**config.mk**
```make
export PLATFORM = sky130hd
export DESIGN_NAME = evt_debouncer
export DESIGN_NICKNAME = d
export VERILOG_FILES = /design/src/rtl/evt_debouncer.sv
export SDC_FILE = /design/constraint.sdc
export NUM_CORES = 1
export LEC_CHECK = 0
export CORE_MARGIN = 3
export CORE_UTILIZATION = 56
export CTS_CLUSTER_SIZE = 8
export DETAILED_ROUTE_END_ITERATION = 7
export PLACE_DENSITY = 0.74
export SLEW_MARGIN = 5
export SYNTH_ARGS = -nofsm -noshare
export SYNTH_HDL_FRONTEND = slang
export SYNTH_SLANG_ARGS = --single-unit
```
**constraint.sdc**
```tcl
create_clock -name clk_in -period 2.3 [get_ports clk_in]
set_input_delay 0.46 -clock clk_in [delete_from_list [all_inputs] [get_ports clk_in]]
set_output_delay 0.46 -clock clk_in [all_outputs]
set_load 0.05 [all_outputs]
```
**src/rtl/evt_debouncer.sv**
```systemverilog
// Button debouncer: 2-flop synchronizer plus a four-state stability FSM that emits
// single-cycle press/release pulses. Define EVT_DEBOUNCER_AUTO_REPEAT_EN for auto-repeat while held.
module evt_debouncer #(
    parameter int unsigned DEBOUNCE_CYCLES = 100_000,
    parameter int unsigned REPEAT_DELAY    = 50_000_000,
    parameter int unsigned REPEAT_PERIOD   = 10_000_000
) (
    input  logic clk_in,
    input  logic rst_in,
    input  logic btn_in,
    output logic evt_out,
    output logic release_out,
    output logic level_out
);

    typedef enum logic [1:0] {
        IDLE,
        PRESS_WAIT,
        HELD,
        RELEASE_WAIT
    } state_t;

    localparam logic [19:0] DEB_LAST = 20'(DEBOUNCE_CYCLES - 1);

    state_t      state_q, state_d;
    logic [19:0] cnt_q, cnt_d;
    logic        sync1_q, sync2_q;
    logic        evt_q, evt_d;
    logic        rel_q, rel_d;
    logic        level_q, level_d;
    logic        press_acc;
    logic        rep_fire;

    always_ff @(posedge clk_in or negedge rst_in) begin
        if (!rst_in) begin
            sync1_q <= 1'b0;
            sync2_q <= 1'b0;
            state_q <= IDLE;
            cnt_q   <= '0;
            evt_q   <= 1'b0;
            rel_q   <= 1'b0;
            level_q <= 1'b0;
        end else begin
            sync1_q <= btn_in;
            sync2_q <= sync1_q;
            state_q <= state_d;
            cnt_q   <= cnt_d;
            evt_q   <= evt_d;
            rel_q   <= rel_d;
            level_q <= level_d;
        end
    end

    // Any disagreement with the candidate level during a wait state abandons it without a pulse.
    always_comb begin
        state_d   = state_q;
        cnt_d     = cnt_q;
        rel_d     = 1'b0;
        level_d   = level_q;
        press_acc = 1'b0;
        case (state_q)
            IDLE: begin
                if (sync2_q) begin
                    state_d = PRESS_WAIT;
                    cnt_d   = '0;
                end
            end
            PRESS_WAIT: begin
                if (!sync2_q) begin
                    state_d = IDLE;
                    cnt_d   = '0;
                end else if (cnt_q == DEB_LAST) begin
                    state_d   = HELD;
                    cnt_d     = '0;
                    press_acc = 1'b1;
                    level_d   = 1'b1;
                end else begin
                    cnt_d = cnt_q + 20'd1;
                end
            end
            HELD: begin
                if (!sync2_q) begin
                    state_d = RELEASE_WAIT;
                    cnt_d   = '0;
                end
            end
            RELEASE_WAIT: begin
                if (sync2_q) begin
                    state_d = HELD;
                    cnt_d   = '0;
                end else if (cnt_q == DEB_LAST) begin
                    state_d = IDLE;
                    cnt_d   = '0;
                    rel_d   = 1'b1;
                    level_d = 1'b0;
                end else begin
                    cnt_d = cnt_q + 20'd1;
                end
            end
            default: begin
                state_d = IDLE;
                cnt_d   = '0;
            end
        endcase
    end

    assign evt_d = press_acc | rep_fire;

`ifdef EVT_DEBOUNCER_AUTO_REPEAT_EN
    localparam logic [26:0] DELAY_LAST  = 27'(REPEAT_DELAY - 1);
    localparam logic [26:0] PERIOD_LAST = 27'(REPEAT_PERIOD - 1);

    logic [26:0] rep_q, rep_d;
    logic        armed_q, armed_d;

    always_ff @(posedge clk_in or negedge rst_in) begin
        if (!rst_in) begin
            rep_q   <= '0;
            armed_q <= 1'b0;
        end else begin
            rep_q   <= rep_d;
            armed_q <= armed_d;
        end
    end

    // Counts only while HELD stays HELD; a release glitch freezes it so repeat timing resumes.
    always_comb begin
        rep_d    = rep_q;
        armed_d  = armed_q;
        rep_fire = 1'b0;
        if (state_d == IDLE || state_d == PRESS_WAIT) begin
            rep_d   = '0;
            armed_d = 1'b0;
        end else if (state_q == HELD && sync2_q) begin
            if (rep_q == (armed_q ? PERIOD_LAST : DELAY_LAST)) begin
                rep_fire = 1'b1;
                rep_d    = '0;
                armed_d  = 1'b1;
            end else begin
                rep_d = rep_q + 27'd1;
            end
        end
    end
`else
    logic unused_repeat_cfg;

    assign unused_repeat_cfg = ^{REPEAT_DELAY, REPEAT_PERIOD};
    assign rep_fire          = 1'b0;
`endif

    assign evt_out     = evt_q;
    assign release_out = rel_q;
    assign level_out   = level_q;

endmodule

```
Word-level counts from Yosys, hierarchy flattened
Cells that the tools add are included.

storage, ports and cells
  register bits = 27
  input port bits = 3
  logic and storage cells = 48

cells by class
  add/subtract/negate cells = 1
  eq/ne operators = 12
  multiplexer cells = 23
  reduce and logical (&&, ||, !) cells = 5

operators with widths
  operator                                                                  number
  20-bit two-way mux                                                        5
  20-bit one-hot mux with 4 select lines                                    1
  20-bit by 1-bit adder with 20-bit output (second input constant)          1
  20-bit by 17-bit equality test with 1-bit output (second input constant)  1
  2-bit two-way mux                                                         6
  2-bit inequality test (second input constant)                             6
  1-bit two-way mux                                                         9
  2-bit one-hot mux with 4 select lines                                     1
  3-bit inequality test (second input constant)                             2
  5-bit AND reduction                                                       1
  2-bit equality test (second input constant)                               2
  4-bit AND reduction                                                       1
  2-bit by 1-bit equality test with 1-bit output (second input constant)    1
  2-bit zero test                                                           1
  1-bit one-hot mux with 2 select lines                                     1
  2-bit AND reduction                                                       1
  2-bit nonzero test                                                        1

Longest topological paths before layout
Gate-level depths: netlist (run 1).

  word-level depth = 4
  gate-level depth with buffers = 7
  depth with buffers taken out = 6

Worst setup path before layout (run 1)
No wires, ideal clock.

  path type = register to register
  start point = reg cnt_q[0]
  end point = reg cnt_q[5]
  setup time = 77 ps
  arrival time = 1,761 ps
  required time = 2,223 ps
  slack = 462 ps
  cell stages (with the launch flop) = 8
  clock period less this slack = 1,838 ps
  cells stage by stage = dfrtp_1 > ha_1 > and4_1 > and4_1 > a21oi_1 > buf_2 > a21oi_1 > a21oi_1

between the ends
  cells in the longest elaborated chain, start to end = 4
  elaborated cells between the ends (all ways) = 6
  those cells by class = add/sub (1); eq/ne (1); mux (4)

ends and longest elaborated chain
  item                                                                                                                 RTL line  RTL
  from (decl)                                                                                                          26        logic [19:0] cnt_q, cnt_d;
  from (signal assigned)                                                                                               47        cnt_q <= cnt_d;
  20-bit by 1-bit adder with 20-bit output / 20-bit by 17-bit equality test with 1-bit output (equally long branches)  --
  20-bit two-way mux (*)                                                                                               72, 91
  20-bit two-way mux, on equally long branches                                                                         88, 69
  20-bit one-hot mux with 4 select lines (*)                                                                           61        case (state_q)

Every way passes the cells marked *; elsewhere a longest branch is shown, timed or not.
A chain may end at the register's enable or synchronous reset.

Final worst setup path (run 1)
  start point = reg cnt_q[0]
  end point = reg cnt_q[17]

Same word-level chain as after synthesis.

==> summary.md, run 1 <==
| Metric | Value |
|---|---|
| Area grow syn2layout | 8.92% |
| Share of the synthesized area in the top cell type | 47.2% |
| Syn nets | 160 |
| Antenna cells | 0 |
| Critical Path AT | 2340 ps |
| DRT Pass-1 Iters | 4 |
| Crit start category | register |
| Setup Buffers After CTS | 0 |
| Worst path depth | 7 |
| Transition time of the tightest slew-check pin | 594 ps |
| Synth Cell Area | 0.00143 mm2 |
| DR WL/cell | 15.1 um |
| Worst r2r path cells | 7 |
| Max-cap viol count | 0 |
| Die area | 0.00320 mm2 |
| Total Routed Length | 2890 um |
| Core Box Area | 0.00232 mm2 |
| Seq/Total Area, Yosys | 47.2% |
| RSZ-0062 raised after global routing | false |
| Share of post-route cells with drive strength above 1 | 7.98% |
| Post-CTS sizing | 0 |
| CTS Sinks | 27 |
| Leak pwr | 0.636 nW |
| Worst-path maximum fanout | 24 |
| Cell variety after synth | 37 |
| Hold Buf Count CTS | 0 |
| CP Capture Type | register |
| Initial Utilization | 61.7% |
| Area contributors post-synth | dfrtp_1 (47%), a21oi_1 (5.6%), nand3_1 (5.2%) |
| CTS tree | built |
| Die height | 56.5 um |
| CTS root buf | clkbuf_4 |
| Vias | 1180 |
| Synth Warn # | 0 |
| Vias per cell | 6.18 |
| Number of buffers on the longest clock path | 2 |
| Initial antenna violation count | 0 |
| Fmax | 482 MHz |
| Final min period | 2080 ps |
| Skew final | 2.96 ps |
| Worst Setup Path Type | register to register |
| Total GRT Usage | 19.9% |
| DRT antenna net count | 0 |
| Biggest area consumer among synthesized cells | dfrtp_1 |
| Status | complete, no violations |
| Final hold vios | 0 |
| Synth Instances | 156 |
| Minimum hold slack | 365 ps |
| Mean area per synthesized cell | 9.17 um2 |
| Number of global-route vias before repair | 1114 |
| Critical-path top delay cell | dfrtp_1 |
| Crit path top cell by count | and4_1 |
| TritonCTS buffer count | 3 |
| Max rail drop VDD | 0.335 mV |
| Period Utilization, post-route | 90.3% |
| Req. time, crit path | 2570 ps |
| Nets | 168 |
| Initial DRC Count | 53 |
| First-pass GRT wire length | 5080 um |
| FF+latch area | 676 um2 |
| DP HPWL | 2110 um |
| Site row count | 17 |
| Placer Congestion | 0.845 |
| Die X | 56.5 um |
| PD cells | 474 mW/mm2 |
| Crit path max-delay family | simple AND/OR/NAND/NOR gates |
| CP peak stage delay | 430 ps |
| Multi-input gate area | 706 um2 |
| Setup TNS | 0 ps |
| CP bufs+invs | 1 |
| Worst hold path class | register to register |
| DRC | 0 |
| IO Count | 6 |
| Hold depth | 0 |
| Worst path cell trace | ha_1 -> and4_1 -> and4_1 -> a21oi_1 -> buf_12 -> or3b_1 -> nand3_1 |
| Worst-path clk slew | 140 ps |
| Final setup fails | 0 |
| Slew Viols, Final | 0 |
| Worst rel slew slack | 60.2% |
| CTS H-tree depth | 1 |
| GRT Residual Overflow | 0 |
| Largest net degree at the start of global routing | 28 |
| Clk_lat worst skew | 320 ps |
| Yosys reg bits | 27 |
| # fillers | 190 |
| Port Buffer Count | 5 |
-- per-layer routing --
layer / up-vias / track usage, % / routed length, um
met5: - / 0 / 0
met4: 0 / 8.14 / 34
met3: 6 / 3.45 / 132
met2: 32 / 28.7 / 1300
met1: 555 / 29.3 / 1420
li1: 587 / - / -
-- synthesized netlist by cell type, drive strengths merged --
library cell / n
a211oi: 1
a21o: 1
a21oi: 16
a22o: 5
a32oi: 1
and2: 3
and4: 2
buf: 2
clkbuf: 4
dfrtp: 27
ha: 1
inv: 6
mux2: 2
mux2i: 2
nand2: 13
nand3: 15
nand3b: 1
nand4: 8
nor2: 11
nor3: 2
nor3b: 2
nor4: 3
nor4b: 1
o21ai: 7
o21ba: 1
o311ai: 1
or2: 2
or3: 10
or3b: 1
or4: 1
xnor2: 2
xor2: 2
-- path summary, 6_finish.rpt --
path / from / end / slack [ps]
min in group asynchronous: rst_in / cnt_q[12] / 510
min: sync1_q / sync2_q / 370
max reg2reg: cnt_q[0] / cnt_q[17] / 220
max in group asynchronous: rst_in / cnt_q[5] / 1550
min reg2reg: sync1_q / sync2_q / 370
max: cnt_q[0] / cnt_q[17] / 220
-- where the power goes --
part | switching (mW) | leakage (nW) | internal, mW | total, mW
Sequential | 0.00575 | 0.369 | 0.480 | 0.486
Combinational | 0.0314 | 0.252 | 0.0205 | 0.0519
Clock | 0.132 | 0.0150 | 0.0678 | 0.200
-- cell usage in the layout (no fill, tap or decap), types with 3 or more instances in the layout --
cell	n
or3_1	9
nand4_1	7
nor2_1	11
o21ai_0	4
nand3_1	15
o21ai_1	3
inv_1	6
nand2_1	13
a22o_1	5
nor4_1	3
clkdlybuf4s50_1	5
dfrtp_1	27
buf_4	3
a21oi_1	16
and2_1	3
clkbuf_4	3
-- area by class of cell --
cell class / instances / area share (%)
clock buffer: 4 / 1.69
timing repair buffer: 9 / 5.94
multi-input combinational: 117 / 45.3
sequential: 27 / 43.4
inverter: 6 / 1.45
tap: 28 / 2.25
-- worst reg2reg max path, stage by stage (launching register included) --
cell and delay, ps:
dfrtp_1 430, ha_1 260, and4_1 230, and4_1 230
a21oi_1 240, buf_12 190, or3b_1 360, nand3_1 80
-- metrics by stage --
step | std cells | area [um2] | power [mW] | worst slack [ps] | utilization (%)
floorplan | 156 | 1430 | 0.521 | 462 | -
global placement | 187 | 1530 | 0.545 | 307 | 66.1
detailed placement | 187 | 1530 | 0.548 | 255 | 66.1
CTS | 191 | 1560 | 0.748 | 221 | 67.2
global route | 191 | 1560 | 0.776 | 117 | 67.2
finish | 191 | 1560 | 0.738 | 224 | 67.2
-- registers in the layout, indices dropped and copies added (netlist names), named ones only --
register and cells:
evt_out 1, release_out 1, level_out 1, state_q 1
sync2_q 1, cnt_q 20, sync1_q 1
-- kinds of logic (layout without fill, tap and decap cells) --
family / count (synthesis) / after routing / synth area share [%]
AOI/OAI and AO/OA: 33 / 33 / 14.1
xor gates and xnor gates: 4 / 4 / 2.45
adders and majority gates: 1 / 1 / 0.875
buffers and inverters: 12 / 19 / 3.41
DFF: 27 / 27 / 47.2
muxes: 4 / 4 / 2.97
and+or+nand+nor: 75 / 75 / 29.0
Power figures use the tool's default switching activity.
==> run 2, diff against run 1 <==
--- a/config.mk
+++ b/config.mk
@@ -6,10 +6,10 @@
 export NUM_CORES = 1
 export LEC_CHECK = 0
 export CORE_MARGIN = 3
-export CORE_UTILIZATION = 56
+export CORE_UTILIZATION = 41
 export CTS_CLUSTER_SIZE = 8
 export DETAILED_ROUTE_END_ITERATION = 7
-export PLACE_DENSITY = 0.74
+export RECOVER_POWER = 100
 export SLEW_MARGIN = 5
 export SYNTH_ARGS = -nofsm -noshare
 export SYNTH_HDL_FRONTEND = slang
==> run 2 against run 1 <==
Compared with the run above: utilization decreased by 18 points; sequential cell count did not move; worst setup slack got worse by 51 ps.
==> summary.md, run 2 (synthesis results as in run 1) <==
| Metric | Value |
|---|---|
| Status | complete, no violations |
| DRT Pass-1 Iters | 4 (unchanged) |
| Worst-path clk slew | 150 ps (about the same) |
| Largest net degree at the start of global routing | 28 (unchanged) |
| Transition time of the tightest slew-check pin | 1480 ps (+888 ps) |
| TritonCTS buffer count | 3 (unchanged) |
| Worst r2r path cells | 7 (unchanged) |
| Fmax | 470 MHz (-2.4%) |
| Worst rel slew slack | 1.21% (-59 points) |
| Vias | 1176 (-0.34%) |
| Clk_lat worst skew | 330 ps (about the same) |
| Post-CTS sizing | 0 (unchanged) |
| Setup Buffers After CTS | 0 (unchanged) |
| PD cells | 478 mW/mm2 (+0.80%) |
| Most frequent cells in the layout | dfrtp_1 (27), a21oi_1 (16), nand3_1 (15) |
| Power, Total | 0.749 mW (+1.5%) |
| CTS Sinks | 27 (unchanged) |
| Biggest register | cnt_q |
| GRT Residual Overflow | 0 (unchanged) |
| DR WL/cell | 14.3 um (-5.4%) |
| Worst hold path class | register to register |
| DRT antenna net count | 0 (unchanged) |
| Worst reg2reg endpoint | cnt_q[17] |
| CTS tree | built |
| Req. time, crit path | 2580 ps (about the same) |
| RSZ-0062 raised after global routing | false |
| Setup TNS | 0 ps (unchanged) |
| Total GRT Usage | 16.2% (-3.7 points) |
| Share of post-route cells with drive strength above 1 | 7.36% (-0.61 points) |
| Placer Congestion | 0.823 (-2.7%) |
| Leak pwr | 0.636 nW (about the same) |
| Pre-CTS setup slack | 245 ps (-10.6 ps) |
| Slew Viols, Final | 0 (unchanged) |
| Max rail drop VDD | 0.230 mV (-31%) |
| Skew final | 5.14 ps (+2.19 ps) |
| Crit path top cell by count | and4_1 |
| First-pass GRT wire length | 5360 um (+5.6%) |
| Final min period | 2130 ps (+51.2 ps) |
| Worst-path maximum fanout | 24 (unchanged) |
| Final hold vios | 0 (unchanged) |
| Critical-path top delay cell | dfrtp_1 |
| Worst Setup Path Type | register to register |
| FF-to-FF Start | cnt_q[0] |
| Initial antenna violation count | 0 (unchanged) |
| Total Routed Length | 2960 um (+2.5%) |
| Core Box Area | 0.00318 mm2 (+37%) |
| Port Buffer Count | 5 (unchanged) |
| Die area | 0.00423 mm2 (+32%) |
| Max-cap viol count | 0 (unchanged) |
| Period Utilization, post-route | 92.5% (+2.2 points) |
| CTS root buf | clkbuf_4 |
| Worst reg-to-reg setup slack | 170 ps (-50 ps) |
| Critical Path AT | 2400 ps (+60 ps) |
| WHS Endpoint | sync2_q |
| CP peak stage delay | 440 ps (about the same) |
| Antenna cells | 0 (unchanged) |
| CTS H-tree depth | 1 (unchanged) |
| Largest register FFs | 20 (unchanged) |
| DRC | 0 (unchanged) |
| Nets | 168 (unchanged) |
| Initial DRC Count | 117 (+120%) |
| IO Count | 6 (unchanged) |
| Initial Utilization | 45.0% (-17 points) |
| CP Capture Type | register |
| Worst hold path startpoint | sync1_q |
| CP bufs+invs | 1 (unchanged) |
| Final setup fails | 0 (unchanged) |
| DP HPWL | 2060 um (-2.2%) |
| Hold depth | 0 (unchanged) |
| Worst path cell trace | ha_1 -> and4_1 -> and4_1 -> a21oi_1 -> buf_12 -> or3b_1 -> nand3_1 |
| Setup ws final | 172 ps (-51.2 ps) |
| Die X | 65.1 um (+15%) |
| Site row count | 20 (+3) |
| Crit path max-delay family | simple AND/OR/NAND/NOR gates |
| Vias per cell | 5.68 (-8.0%) |
| Crit start category | register |
| Area grow syn2layout | 9.71% |
| Commonest non-fill, non-tap cell in the layout | dfrtp_1 |
| Number of global-route vias before repair | 1107 (-0.63%) |
| Number of buffers on the longest clock path | 2 (unchanged) |
| Hold Buf Count CTS | 0 (unchanged) |
| Die height | 65.1 um (+15%) |
## run 2: layer usage
metal  part of all wire (%)  vias up  GRT usage (%)  wire length [um]
li1                       -      585              -                 -
met5                      0        -              0                 0
met4                    1.7        0           5.70                49
met2                     45       24           24.0              1340
met1                     49      560           23.7              1450
met3                    4.4        7           2.60               131
## run 2: worst max-delay path by stage
stage               depth (start not counted)     start   endpoint
floorplan                                   7  cnt_q[0]   cnt_q[5]
global placement                            7  cnt_q[0]  cnt_q[17]
detailed placement                          7  cnt_q[0]  cnt_q[17]
CTS                                         7  cnt_q[0]  cnt_q[17]
global route                                7  cnt_q[0]  cnt_q[17]
finish                                      7  cnt_q[0]  cnt_q[17]
## run 2: stage by stage
| step | util [%] | cells | hold WS [ps] | instance area (um2) |
|---|---|---|---|---|
| after floorplan | - | 156 | 164 | 1430 |
| after global placement | 48.8 | 203 | 332 | 1550 |
| after detailed placement | 48.8 | 203 | 350 | 1550 |
| after CTS | 49.7 | 207 | 385 | 1580 |
| after global routing | 49.4 | 207 | 396 | 1570 |
| final | 49.4 | 207 | 381 | 1570 |
## run 2: area by class of cell
type | instances | area (um2)
Tap cell | 44 | 55.1
Sequential cell | 27 | 676
Timing Repair Buffer | 9 | 88.8
Clock buffer | 3 | 22.5
Multi-Input combinational cell | 117 | 699
Clock inverter | 1 | 5.00
Inverter | 6 | 22.5
Fill cell | 320 | 1610
## run 2: report_power, final
part / leakage [nW] / total, mW / switching (mW) / internal (mW)
Sequential: 0.369 / 0.486 / 0.00601 / 0.480
Combinational: 0.250 / 0.0516 / 0.0325 / 0.0191
Clock: 0.0177 / 0.211 / 0.146 / 0.0654
==> run 3, diff against run 2 <==
--- a/config.mk
+++ b/config.mk
@@ -5,10 +5,14 @@
 export SDC_FILE = /design/constraint.sdc
 export NUM_CORES = 1
 export LEC_CHECK = 0
+export CAP_MARGIN = 10
+export CELL_PAD_IN_SITES_DETAIL_PLACEMENT = 0
+export CELL_PAD_IN_SITES_GLOBAL_PLACEMENT = 2
 export CORE_MARGIN = 3
-export CORE_UTILIZATION = 41
+export CORE_UTILIZATION = 37
 export CTS_CLUSTER_SIZE = 8
 export DETAILED_ROUTE_END_ITERATION = 7
+export PLACE_DENSITY_LB_ADDON = 0.1
 export RECOVER_POWER = 100
 export SLEW_MARGIN = 5
 export SYNTH_ARGS = -nofsm -noshare
==> run 3 against run 2 <==
Compared with the run above: the run now ends with max-capacitance violations, max-slew violations left; hold slack got worse by 23 ps; worst setup slack improved by 34 ps; utilization decreased by 4.2 points; critical path depth unchanged; cell count increased by 0.97%.
==> summary.md, run 3 (synthesis results as in run 1) <==
| Metric | Value |
|---|---|
| Status | finished with violations |
| Violated checks | max-capacitance violations, max-slew violations |
| Post-CTS sizing | 0 (unchanged) |
| Total Routed Length | 3140 um (+6.1%) |
| Placer Congestion | 0.742 (-9.8%) |
| DRT Pass-1 Iters | 4 (unchanged) |
| Commonest non-fill, non-tap cell in the layout | dfrtp_1 |
| TritonCTS buffer count | 3 (unchanged) |
| Hold depth | 0 (unchanged) |
| Share of post-route cells with drive strength above 1 | 7.36% (unchanged) |
| Area grow syn2layout | 11.2% |
| Die height | 68.2 um (+4.8%) |
| Nets | 168 (unchanged) |
| Critical-path top delay cell | dfrtp_1 |
| CTS root buf | clkbuf_8 |
| Crit path top cell by count | and4_1 |
| Largest net degree at the start of global routing | 28 (unchanged) |
| Die area | 0.00465 mm2 (+9.8%) |
| Max-cap viol count | 1 (+1) |
| Biggest register | cnt_q |
| Port Buffer Count | 5 (unchanged) |
| DP HPWL | 2200 um (+6.5%) |
| CTS tree | built |
| Crit. Startpoint | cnt_q[0] |
| GRT Residual Overflow | 0 (unchanged) |
| FF-to-FF Start | cnt_q[0] |
| DR WL/cell | 15.0 um (+5.1%) |
| Initial Utilization | 40.6% (-4.4 points) |
| Max rail drop VDD | 0.179 mV (-22%) |
| Worst r2r path cells | 7 (unchanged) |
| Crit path max-delay family | simple AND/OR/NAND/NOR gates |
| Final hold vios | 0 (unchanged) |
| Worst Setup Path Type | register to register |
| Critical Path AT | 2310 ps (-90 ps) |
| DRC | 0 (unchanged) |
| Largest register FFs | 20 (unchanged) |
| Cell area after layout | 0.00159 mm2 (+1.4%) |
| Worst hold path class | register to register |
| Worst path cell trace | ha_1 -> and4_1 -> and4_1 -> a21oi_1 -> buf_12 -> or3b_1 -> nand3_1 |
| Fmax | 478 MHz (+1.6%) |
| Clk_lat worst skew | 270 ps (-60 ps) |
| Skew final | 5.73 ps (+0.586 ps) |
| Antenna cells | 0 (unchanged) |
| Setup TNS | 0 ps (unchanged) |
| Final setup fails | 0 (unchanged) |
| CP Capture Type | register |
| Worst-path clk slew | 100 ps (-50 ps) |
| Vias | 1197 (+1.8%) |
| RSZ-0062 raised after global routing | false |
| Slew Viols, Final | 27 (+27) |
| Site row count | 21 (+5.0%) |
| PD cells | 511 mW/mm2 (+7.1%) |
| CP peak stage delay | 420 ps (-20 ps) |
| Initial DRC Count | 88 (-25%) |
| Worst rel slew slack | -0.379% (-1.6 points) |
| Transition time of the tightest slew-check pin | 1510 ps (+23.8 ps) |
| Worst reg2reg endpoint | cnt_q[17] |
| Worst reg-to-reg setup slack | 210 ps (+30 ps) |
| CTS H-tree depth | 1 (unchanged) |
| Number of buffers on the longest clock path | 2 (unchanged) |
| WHS Endpoint | sync2_q |
| IO Count | 6 (unchanged) |
| Total GRT Usage | 15.3% (-0.89 points) |
| Period Utilization, post-route | 91.0% (-1.5 points) |
| Final min period | 2090 ps (-33.7 ps) |
| Req. time, crit path | 2520 ps (-60 ps) |
| First-pass GRT wire length | 5380 um (+0.26%) |
| Vias per cell | 5.73 (+0.81%) |
| Worst-path maximum fanout | 24 (unchanged) |
| CP bufs+invs | 1 (unchanged) |
| Hold Buf Count CTS | 0 (unchanged) |
| CTS Sinks | 27 (unchanged) |
| # fillers | 349 (+9.1%) |
| Crit start category | register |
| Most frequent cells in the layout | dfrtp_1 (27), a21oi_1 (16), nand3_1 (15) |
| DRT antenna net count | 0 (unchanged) |
| Leak pwr | 0.644 nW (+1.2%) |
| Setup Buffers After CTS | 0 (unchanged) |
| Worst hold path startpoint | sync1_q |
| Number of global-route vias before repair | 1108 (+0.090%) |
| Placement Cell Area | 0.00155 mm2 (+0.16%) |
| Initial antenna violation count | 0 (unchanged) |
| Core Box Area | 0.00352 mm2 (+11%) |
| Die X | 68.2 um (+4.8%) |
run 3: cell types whose count changed in the layout (fill, tap and decap cells not counted):
cell      change
clkbuf_4      -3
clkbuf_8      +3
run 3: metrics by stage:
step / utilization (%) / setup slack [ps] / power [mW] / hold slack, ps / instances
after floorplan: - / 462 / 0.521 / 164 / 156
after global placement: 44.1 / 274 / 0.548 / 335 / 205
after detailed placement: 44.1 / 246 / 0.549 / 339 / 205
after CTS: 45.5 / 205 / 0.826 / 361 / 209
after global routing: 45.2 / 74.6 / 0.851 / 389 / 209
final: 45.2 / 206 / 0.813 / 358 / 209
run 3: area by class of cell:
cell class                 count  area [um2]  share of cell area (%)
tap                           46        57.6                    3.62
timing repair buffer           9        88.8                    5.59
clock inverter                 1        5.00                   0.315
clock buffer                   3        41.3                    2.60
sequential                    27         676                    42.5
inverter                       6        22.5                    1.42
multi-input combinational    117         699                    44.0
run 3: where the power goes:
group	switching [mW]	leakage (nW)	internal, mW	total, mW
combinational	0.0330	0.250	0.0190	0.0520
sequential	0.00589	0.369	0.480	0.486
clock	0.154	0.0255	0.121	0.275
total	0.193	0.644	0.620	0.813
run 3: how the worst max path moves through the flow:
stage	cells past startpoint	slack, ps	end
after detailed placement	7	250	cnt_q[17]
after global routing	2	70	cnt_q[1]
after CTS	7	200	cnt_q[17]
after floorplan	7	460	cnt_q[5]
final	7	210	cnt_q[17]
after global placement	7	270	cnt_q[17]
run 3: worst reg2reg max path, cell delays in order (launching register included):
cell	delay [ps]
dfrtp_1	420
ha_1	260
and4_1	240
and4_1	240
a21oi_1	240
buf_12	200
or3b_1	360
nand3_1	80
run 3: layer usage:
layer	GRT usage, %	vias to the layer above	part of all wire, %
met5	0	-	0
met2	22.9	19	44
met4	4.47	0	1.1
met3	2.46	4	3.2
li1	-	583	-
met1	22.5	591	51
